$ cat src/rtl/triangle_assembler.sv
// Triangle assembler: pops vertices from a non-FWFT FIFO, groups them in threes,
// clamps to the screen, computes doubled area and bbox, culls, and hands off to the rasterizer.
module triangle_assembler #(
  parameter int SCREEN_W      = 320,
  parameter int SCREEN_H      = 240,
  parameter bit CULL_BACKFACE = 1'b1
) (
  input  logic        i_clk,
  input  logic        i_rst,
  input  logic        i_fifo_empty,
  output logic        o_fifo_rd_en,
  input  logic [31:0] i_vx,
  input  logic [31:0] i_vy,
  input  logic [7:0]  i_vz,
  input  logic [31:0] i_vu,
  input  logic [31:0] i_vv,
  input  logic        i_frame_start,
  output logic        o_tri_valid,
  input  logic        i_tri_ready,
  output logic [8:0]  o_x0,
  output logic [8:0]  o_x1,
  output logic [8:0]  o_x2,
  output logic [8:0]  o_y0,
  output logic [8:0]  o_y1,
  output logic [8:0]  o_y2,
  output logic [7:0]  o_z0,
  output logic [7:0]  o_z1,
  output logic [7:0]  o_z2,
  output logic [31:0] o_u0,
  output logic [31:0] o_u1,
  output logic [31:0] o_u2,
  output logic [31:0] o_v0,
  output logic [31:0] o_v1,
  output logic [31:0] o_v2,
  output logic [19:0] o_area2,
  output logic [8:0]  o_bb_xmin,
  output logic [8:0]  o_bb_xmax,
  output logic [8:0]  o_bb_ymin,
  output logic [8:0]  o_bb_ymax,
  output logic [15:0] o_tri_count,
  output logic [15:0] o_cull_count,
  output logic [2:0]  o_dbg_state
);

  // Handshake: a triangle transfers on any cycle where o_tri_valid && i_tri_ready;
  // once raised, o_tri_valid and all triangle outputs hold until that cycle.
  typedef enum logic [2:0] {
    S_FETCH, S_CAPTURE, S_SETUP, S_AREA, S_DECIDE, S_OUTPUT
  } state_t;

  state_t              state_q, state_d;
  logic [1:0]          vcount_q, vcount_d;
  logic [15:0]         vx_q [3], vx_d [3];
  logic [15:0]         vy_q [3], vy_d [3];
  logic [7:0]          vz_q [3], vz_d [3];
  logic [31:0]         vu_q [3], vu_d [3];
  logic [31:0]         vv_q [3], vv_d [3];
  logic [8:0]          cx_q [3], cx_d [3];
  logic [8:0]          cy_q [3], cy_d [3];
  logic [8:0]          cx_c [3], cy_c [3];
  logic signed [9:0]   dx1_q, dx1_d, dy1_q, dy1_d, dx2_q, dx2_d, dy2_q, dy2_d;
  logic signed [19:0]  area_q, area_d;
  logic [8:0]          xmin_q, xmin_d, xmax_q, xmax_d, ymin_q, ymin_d, ymax_q, ymax_d;
  logic [8:0]          ox_q [3], ox_d [3];
  logic [8:0]          oy_q [3], oy_d [3];
  logic [7:0]          oz_q [3], oz_d [3];
  logic [31:0]         ou_q [3], ou_d [3];
  logic [31:0]         ov_q [3], ov_d [3];
  logic signed [19:0]  oarea_q, oarea_d;
  logic [8:0]          obb_xmin_q, obb_xmin_d, obb_xmax_q, obb_xmax_d;
  logic [8:0]          obb_ymin_q, obb_ymin_d, obb_ymax_q, obb_ymax_d;
  logic                valid_q, valid_d;
  logic [15:0]         tri_cnt_q, tri_cnt_d, cull_cnt_q, cull_cnt_d;
  logic                unused_frac;

  // Only the integer part of Q16.16 matters for pixel coordinates.
  assign unused_frac = ^{i_vx[15:0], i_vy[15:0]};

  function automatic logic [8:0] clamp(input logic [15:0] c, input int lim);
    if ($signed(c) < 16'sd0)            return '0;
    else if (int'($signed(c)) > lim - 1) return 9'(lim - 1);
    else                                return c[8:0];
  endfunction

  function automatic logic [8:0] min3(input logic [8:0] a, input logic [8:0] b, input logic [8:0] c);
    logic [8:0] m;
    m = (a < b) ? a : b;
    return (c < m) ? c : m;
  endfunction

  function automatic logic [8:0] max3(input logic [8:0] a, input logic [8:0] b, input logic [8:0] c);
    logic [8:0] m;
    m = (a > b) ? a : b;
    return (c > m) ? c : m;
  endfunction

  assign o_fifo_rd_en = (state_q == S_FETCH) && !i_fifo_empty && !i_rst;

  always_comb begin
    for (int j = 0; j < 3; j++) begin
      cx_c[j] = clamp(vx_q[j], SCREEN_W);
      cy_c[j] = clamp(vy_q[j], SCREEN_H);
    end
  end

  always_comb begin
    state_d    = state_q;
    vcount_d   = vcount_q;
    vx_d = vx_q;  vy_d = vy_q;  vz_d = vz_q;  vu_d = vu_q;  vv_d = vv_q;
    cx_d = cx_q;  cy_d = cy_q;
    dx1_d = dx1_q;  dy1_d = dy1_q;  dx2_d = dx2_q;  dy2_d = dy2_q;
    area_d = area_q;
    xmin_d = xmin_q;  xmax_d = xmax_q;  ymin_d = ymin_q;  ymax_d = ymax_q;
    ox_d = ox_q;  oy_d = oy_q;  oz_d = oz_q;  ou_d = ou_q;  ov_d = ov_q;
    oarea_d    = oarea_q;
    obb_xmin_d = obb_xmin_q;  obb_xmax_d = obb_xmax_q;
    obb_ymin_d = obb_ymin_q;  obb_ymax_d = obb_ymax_q;
    valid_d    = valid_q;
    tri_cnt_d  = tri_cnt_q;
    cull_cnt_d = cull_cnt_q;

    unique case (state_q)
      S_FETCH: begin
        if (i_frame_start)     vcount_d = '0;
        else if (o_fifo_rd_en) state_d  = S_CAPTURE;
      end
      S_CAPTURE: begin
        if (i_frame_start) begin
          vcount_d = '0;
          state_d  = S_FETCH;
        end else begin
          vx_d[vcount_q] = i_vx[31:16];
          vy_d[vcount_q] = i_vy[31:16];
          vz_d[vcount_q] = i_vz;
          vu_d[vcount_q] = i_vu;
          vv_d[vcount_q] = i_vv;
          if (vcount_q == 2'd2) begin
            vcount_d = '0;
            state_d  = S_SETUP;
          end else begin
            vcount_d = vcount_q + 2'd1;
            state_d  = S_FETCH;
          end
        end
      end
      S_SETUP: begin
        cx_d  = cx_c;
        cy_d  = cy_c;
        dx1_d = $signed(10'(cx_c[1]) - 10'(cx_c[0]));
        dy1_d = $signed(10'(cy_c[1]) - 10'(cy_c[0]));
        dx2_d = $signed(10'(cx_c[2]) - 10'(cx_c[0]));
        dy2_d = $signed(10'(cy_c[2]) - 10'(cy_c[0]));
        state_d = S_AREA;
      end
      S_AREA: begin
        area_d  = 20'(dx1_q) * 20'(dy2_q) - 20'(dx2_q) * 20'(dy1_q);
        xmin_d  = min3(cx_q[0], cx_q[1], cx_q[2]);
        xmax_d  = max3(cx_q[0], cx_q[1], cx_q[2]);
        ymin_d  = min3(cy_q[0], cy_q[1], cy_q[2]);
        ymax_d  = max3(cy_q[0], cy_q[1], cy_q[2]);
        state_d = S_DECIDE;
      end
      S_DECIDE: begin
        if (area_q == 20'sd0 || (area_q < 20'sd0 && CULL_BACKFACE)) begin
          cull_cnt_d = cull_cnt_q + 16'd1;
          state_d    = S_FETCH;
        end else begin
          ox_d = cx_q;  oy_d = cy_q;  oz_d = vz_q;  ou_d = vu_q;  ov_d = vv_q;
          oarea_d = area_q;
          // Clockwise winding is flipped to counter-clockwise so area stays positive.
          if (area_q < 20'sd0) begin
            ox_d[1] = cx_q[2];  ox_d[2] = cx_q[1];
            oy_d[1] = cy_q[2];  oy_d[2] = cy_q[1];
            oz_d[1] = vz_q[2];  oz_d[2] = vz_q[1];
            ou_d[1] = vu_q[2];  ou_d[2] = vu_q[1];
            ov_d[1] = vv_q[2];  ov_d[2] = vv_q[1];
            oarea_d = -area_q;
          end
          obb_xmin_d = xmin_q;  obb_xmax_d = xmax_q;
          obb_ymin_d = ymin_q;  obb_ymax_d = ymax_q;
          valid_d    = 1'b1;
          state_d    = S_OUTPUT;
        end
      end
      S_OUTPUT: begin
        if (i_tri_ready) begin
          valid_d   = 1'b0;
          tri_cnt_d = tri_cnt_q + 16'd1;
          state_d   = S_FETCH;
        end
      end
      default: state_d = S_FETCH;
    endcase
  end

  always_ff @(posedge i_clk) begin
    if (i_rst) begin
      state_q  <= S_FETCH;
      vcount_q <= '0;
      vx_q <= '{default: '0};  vy_q <= '{default: '0};  vz_q <= '{default: '0};
      vu_q <= '{default: '0};  vv_q <= '{default: '0};
      cx_q <= '{default: '0};  cy_q <= '{default: '0};
      dx1_q <= '0;  dy1_q <= '0;  dx2_q <= '0;  dy2_q <= '0;
      area_q <= '0;
      xmin_q <= '0;  xmax_q <= '0;  ymin_q <= '0;  ymax_q <= '0;
      ox_q <= '{default: '0};  oy_q <= '{default: '0};  oz_q <= '{default: '0};
      ou_q <= '{default: '0};  ov_q <= '{default: '0};
      oarea_q    <= '0;
      obb_xmin_q <= '0;  obb_xmax_q <= '0;  obb_ymin_q <= '0;  obb_ymax_q <= '0;
      valid_q    <= 1'b0;
      tri_cnt_q  <= '0;
      cull_cnt_q <= '0;
    end else begin
      state_q  <= state_d;
      vcount_q <= vcount_d;
      vx_q <= vx_d;  vy_q <= vy_d;  vz_q <= vz_d;  vu_q <= vu_d;  vv_q <= vv_d;
      cx_q <= cx_d;  cy_q <= cy_d;
      dx1_q <= dx1_d;  dy1_q <= dy1_d;  dx2_q <= dx2_d;  dy2_q <= dy2_d;
      area_q <= area_d;
      xmin_q <= xmin_d;  xmax_q <= xmax_d;  ymin_q <= ymin_d;  ymax_q <= ymax_d;
      ox_q <= ox_d;  oy_q <= oy_d;  oz_q <= oz_d;  ou_q <= ou_d;  ov_q <= ov_d;
      oarea_q    <= oarea_d;
      obb_xmin_q <= obb_xmin_d;  obb_xmax_q <= obb_xmax_d;
      obb_ymin_q <= obb_ymin_d;  obb_ymax_q <= obb_ymax_d;
      valid_q    <= valid_d;
      tri_cnt_q  <= tri_cnt_d;
      cull_cnt_q <= cull_cnt_d;
    end
  end

  assign o_tri_valid  = valid_q;
  assign o_x0 = ox_q[0];  assign o_x1 = ox_q[1];  assign o_x2 = ox_q[2];
  assign o_y0 = oy_q[0];  assign o_y1 = oy_q[1];  assign o_y2 = oy_q[2];
  assign o_z0 = oz_q[0];  assign o_z1 = oz_q[1];  assign o_z2 = oz_q[2];
  assign o_u0 = ou_q[0];  assign o_u1 = ou_q[1];  assign o_u2 = ou_q[2];
  assign o_v0 = ov_q[0];  assign o_v1 = ov_q[1];  assign o_v2 = ov_q[2];
  assign o_area2      = oarea_q;
  assign o_bb_xmin    = obb_xmin_q;
  assign o_bb_xmax    = obb_xmax_q;
  assign o_bb_ymin    = obb_ymin_q;
  assign o_bb_ymax    = obb_ymax_q;
  assign o_tri_count  = tri_cnt_q;
  assign o_cull_count = cull_cnt_q;
  assign o_dbg_state  = state_q;

endmodule

$ cat config.mk
export PLATFORM = sky130hd
export DESIGN_NAME = triangle_assembler
export DESIGN_NICKNAME = d
export VERILOG_FILES = /design/src/rtl/triangle_assembler.sv
export SDC_FILE = /design/constraint.sdc
export NUM_CORES = 2
export LEC_CHECK = 0
export ABC_AREA = 0
export CORE_MARGIN = 1
export CORE_UTILIZATION = 45
export DETAILED_ROUTE_END_ITERATION = 8
export HOLD_SLACK_MARGIN = 0.15
export PLACE_DENSITY_LB_ADDON = 0.3
export REMOVE_ABC_BUFFERS = 1
export SLEW_MARGIN = 30
export SYNTH_ARGS = -nofsm -noshare
export SYNTH_HDL_FRONTEND = slang
export SYNTH_SLANG_ARGS = --single-unit
$ cat constraint.sdc
create_clock -name i_clk -period 9.3 [get_ports i_clk]
set_clock_uncertainty 0.05 [all_clocks]
set_input_delay 2.325 -clock i_clk [delete_from_list [all_inputs] [get_ports i_clk]]
set_output_delay 2.325 -clock i_clk [all_outputs]
set_load 0.1 [all_outputs]
==> flow_metrics.tcl <==
set metrics [dict create \
    wl_met2_um 55100 \
    path_class "register to register" \
    syn_inst 5019 \
    hp-class "register to register" \
    yosysTopAreaCellShare 0.4068 \
    start_util 0.4572 \
    yosysTopAreaCell "dfxtp_1" \
    start_kind "register" \
    ys_seq_area_frac 0.4068 \
    max_stage_delay_ns 0.59 \
    postCtsSetupBuffers 0 \
    nets 5821 \
    grt_usage 0.2472 \
    dieHeight_um 302.6 \
    cp_top_family "adder cells" \
    synth.distinct_cells 73 \
    clockRootBuffer "clkbuf_16" \
    routed_wl_um 115700 \
    antenna_found_initial 12 \
    cp_cell_sequence "nand2_1 -> inv_1 -> fa_1 -> fa_1 -> fa_1 -> inv_1 -> fa_1 -> fa_1 -> fa_1 -> inv_1 -> fa_1 -> inv_1 -> ha_1 -> a211oi_1 -> o21ai_0 -> a311oi_1 -> o21bai_1 -> a221oi_1 -> xnor2_1 -> a211oi_1" \
    die_area_um2 91540 \
    cts_num_sinks 826 \
    r2r_start "dy1_q[0]" \
    clk_pin_slew_ns 0.07 \
    avgSynthCellArea_um2 8.099 \
    multi_input_area_um2 21580 \
    leakage_nw 17.86 \
    syn2layout_area_growth_pct 19.45 \
    ctsHoldBuffers 0 \
    fin_tns_setup_ns 0 \
    grt_pass1_vias 32603 \
    cp-end-kind "register" \
    ys_ff_latch 826 \
    finalCriticalPeriod_ns 7.362 \
    crit_fanout 11 \
    drt_iter0_drc 2434 \
    die_x_um 302.6 \
    setup.worst_path.start "dy1_q[0]" \
    grt_pass1_wl_um 180500 \
    min_from "vv_q[22]" \
    cp.buffers_inverters 4 \
    slowest_stage "dfxtp_1" \
    rsz0062_at_grt "false" \
    dp_hpwl_um 79040 \
    setup_viol 0 \
    ant_nets 0 \
    gr-total-overflow 0 \
    cts_tree "done" \
    register_area_um2 16540 \
    wl_met1_um 48290 \
    place_ws_ns 1.997 \
    ys_async_sr_fraction 0 \
    fin_util 0.5461 \
    max_slew_margin 0.2947 \
    gp_congestion 0.8880 \
    clock_insertion_delay_worst_skew_ns 0.67 \
    dp_cells 6364 \
    route.detailed.drc 0 \
    ys.warnings.count 0 \
    hold_violations 0 \
    p_total_mw 7.462 \
    max-vdd-ir-drop_mv 0.1633 \
    htreeDepth 3 \
    numCtsBuffers 87 \
    syn-cell-area_um2 40650 \
    slew_violations 0 \
    powerDensity_nw_per_um2 153.7 \
    worst_slack_ns 1.938 \
    period_share 0.7916 \
    n_fill_cell 8277 \
    io_pins 504 \
    via_per_inst 5.281 \
    drv_cap 0 \
    grt_start_max_net_pins 199 \
    highest_layer "met5" \
    cts.repair.resized 0 \
    cp.arrival_ns 7.88 \
    vias 34467 \
    synth_area_leaders "dfxtp_1, nand2_1, fa_1" \
    rows 109 \
    path_common_cell "fa_1" \
    dr_wl_met3_um 8651 \
    synth_edf_count 0 \
    clockBufferDepth 3 \
    drive_above_1_share 0.05095 \
    io_buffers 471 \
    ys.flop_type "dfxtp_1" \
    core_um2 88920 \
    max_slew.worst_pin.slew_ns 1.055 \
    fin_cells 6527 \
    cp.required_ns 9.81 \
    drtPass1Iterations 5 \
    fmax_mhz 135.8 \
    status "completed" \
    post_drt_wl_per_cell_um 17.73 \
]
==> kinds of logic (layout without fill, tap and decap cells) <==
logic type | Yosys count | after routing | synth area share
AND/OR/NAND/NOR | 2032 | 2032 | 0.2078
AO/OA/AOI/OAI | 1004 | 1004 | 0.1369
flip-flops | 826 | 826 | 0.4068
buffers and inverters | 665 | 1002 | 0.06418
adder cells (fa/ha/maj) | 391 | 391 | 0.1613
XOR/XNOR | 60 | 60 | 0.01293
multiplexers | 39 | 39 | 0.009819
other | 2 | 8 | 0.0001847
==> cell usage after synthesis, types with 4 or more instances <==
library cell	n
a21o_1	13
fa_1	222
inv_1	340
nor2_1	179
o311a_1	8
clkbuf_1	234
nand2_1	1501
o41ai_1	6
a22oi_1	4
mux2_2	7
a211oi_1	20
xnor2_1	36
dfxtp_1	826
buf_2	59
ha_1	169
o21bai_1	18
nand4_1	33
a21boi_0	12
o221ai_1	8
buf_4	7
nor2b_1	35
nor3_1	34
o211ai_1	4
and3_1	12
nand2b_1	13
a211o_1	4
xor2_1	24
buf_1	21
nand3_1	64
or4_1	4
and2_1	108
a21oi_1	749
o21ai_0	87
or3_1	16
mux2i_1	32
o21a_1	17
nor4b_1	7
nor4_1	9
o311ai_0	19
==> per-layer routing <==
| layer | GRT usage | vias up |
|---|---|---|
| li1 | - | 16768 |
| met1 | 0.3122 | 16566 |
| met2 | 0.4097 | 910 |
| met3 | 0.06294 | 203 |
| met4 | 0.08411 | 20 |
| met5 | 0 | - |
==> path summary, 6_finish.rpt <==
kind,to,slack (ns),cells past startpoint
worst max register to register,area_q[19],1.94,20
worst min register to register,o_v2[22],0.37,2
worst max-delay path,area_q[19],1.94,20
worst min-delay path,o_v2[22],0.37,2
==> worst register-to-register path, stage by stage (launching register included) <==
cell      delay, ns
dfxtp_1        0.59
nand2_1        0.42
inv_1          0.34
fa_1           0.49
fa_1           0.51
fa_1           0.51
inv_1          0.05
fa_1           0.48
fa_1           0.52
fa_1           0.54
inv_1          0.05
fa_1           0.52
inv_1          0.04
ha_1           0.38
a211oi_1       0.29
o21ai_0        0.17
a311oi_1       0.47
o21bai_1       0.15
a221oi_1       0.33
xnor2_1        0.12
a211oi_1       0.25
==> state kept, by name, summed over array words and instances (netlist names), 16 cells and up <==
name          cells
o_u0             32
o_u1             32
cx_q             27
o_tri_count      16
o_cull_count     16
vz_q             24
o_v1             32
o_u2             32
o_area2          20
o_v2             32
vv_q             96
cy_q             27
area_q           20
vu_q             96
vy_q             48
o_v0             32
vx_q             48
==> cells in the final DEF, fill, tap and decap left out, drive strengths merged, types with 12 or more instances in the layout <==
cell,Yosys,layout
o21a,17,17
nand4,33,33
xor2,24,24
and3,12,12
nand2b,13,13
nand2,1501,1501
a21oi,749,749
nor2b,35,35
mux2i,32,32
clkbuf,236,133
and2,108,108
o311ai,21,21
fa,222,222
xnor2,36,36
clkinv,1,15
nor2,180,180
nand3,64,64
dfxtp,826,826
ha,169,169
o21bai,18,18
or3,16,16
buf,88,96
clkdlybuf4s50,0,399
a211oi,20,20
o21ai,87,87
a21boi,12,12
inv,340,347
a21o,13,13
nor3,36,36
==> through the flow <==
step	hold WS, ns	cell area (µm²)
2_1_floorplan	0.3752	39330
3_3_place_gp	0.3859	45850
3_5_place_dp	0.3929	45590
4_1_cts	0.3756	48610
5_1_grt	0.4035	48550
6_report	0.3693	48560
==> where the power goes <==
group          internal (mW)  leakage [nW]  switching (mW)
Sequential              3.54          6.65         0.00387
Clock                   2.12          1.46            1.52
Combinational         0.0994          9.75           0.167
==> cell type report <==
type                            instances  share of cell area
Antenna cell                            4           0.0002061
Clock buffer                          125             0.05087
Tap cell                             1165             0.03002
Timing Repair Buffer                  503             0.09635
Multi-Input combinational cell       3530              0.4444
Clock inverter                         33             0.01126
Sequential cell                       826              0.3405
Inverter                              341             0.02636
Note: power is estimated with default switching activity, not from simulation.
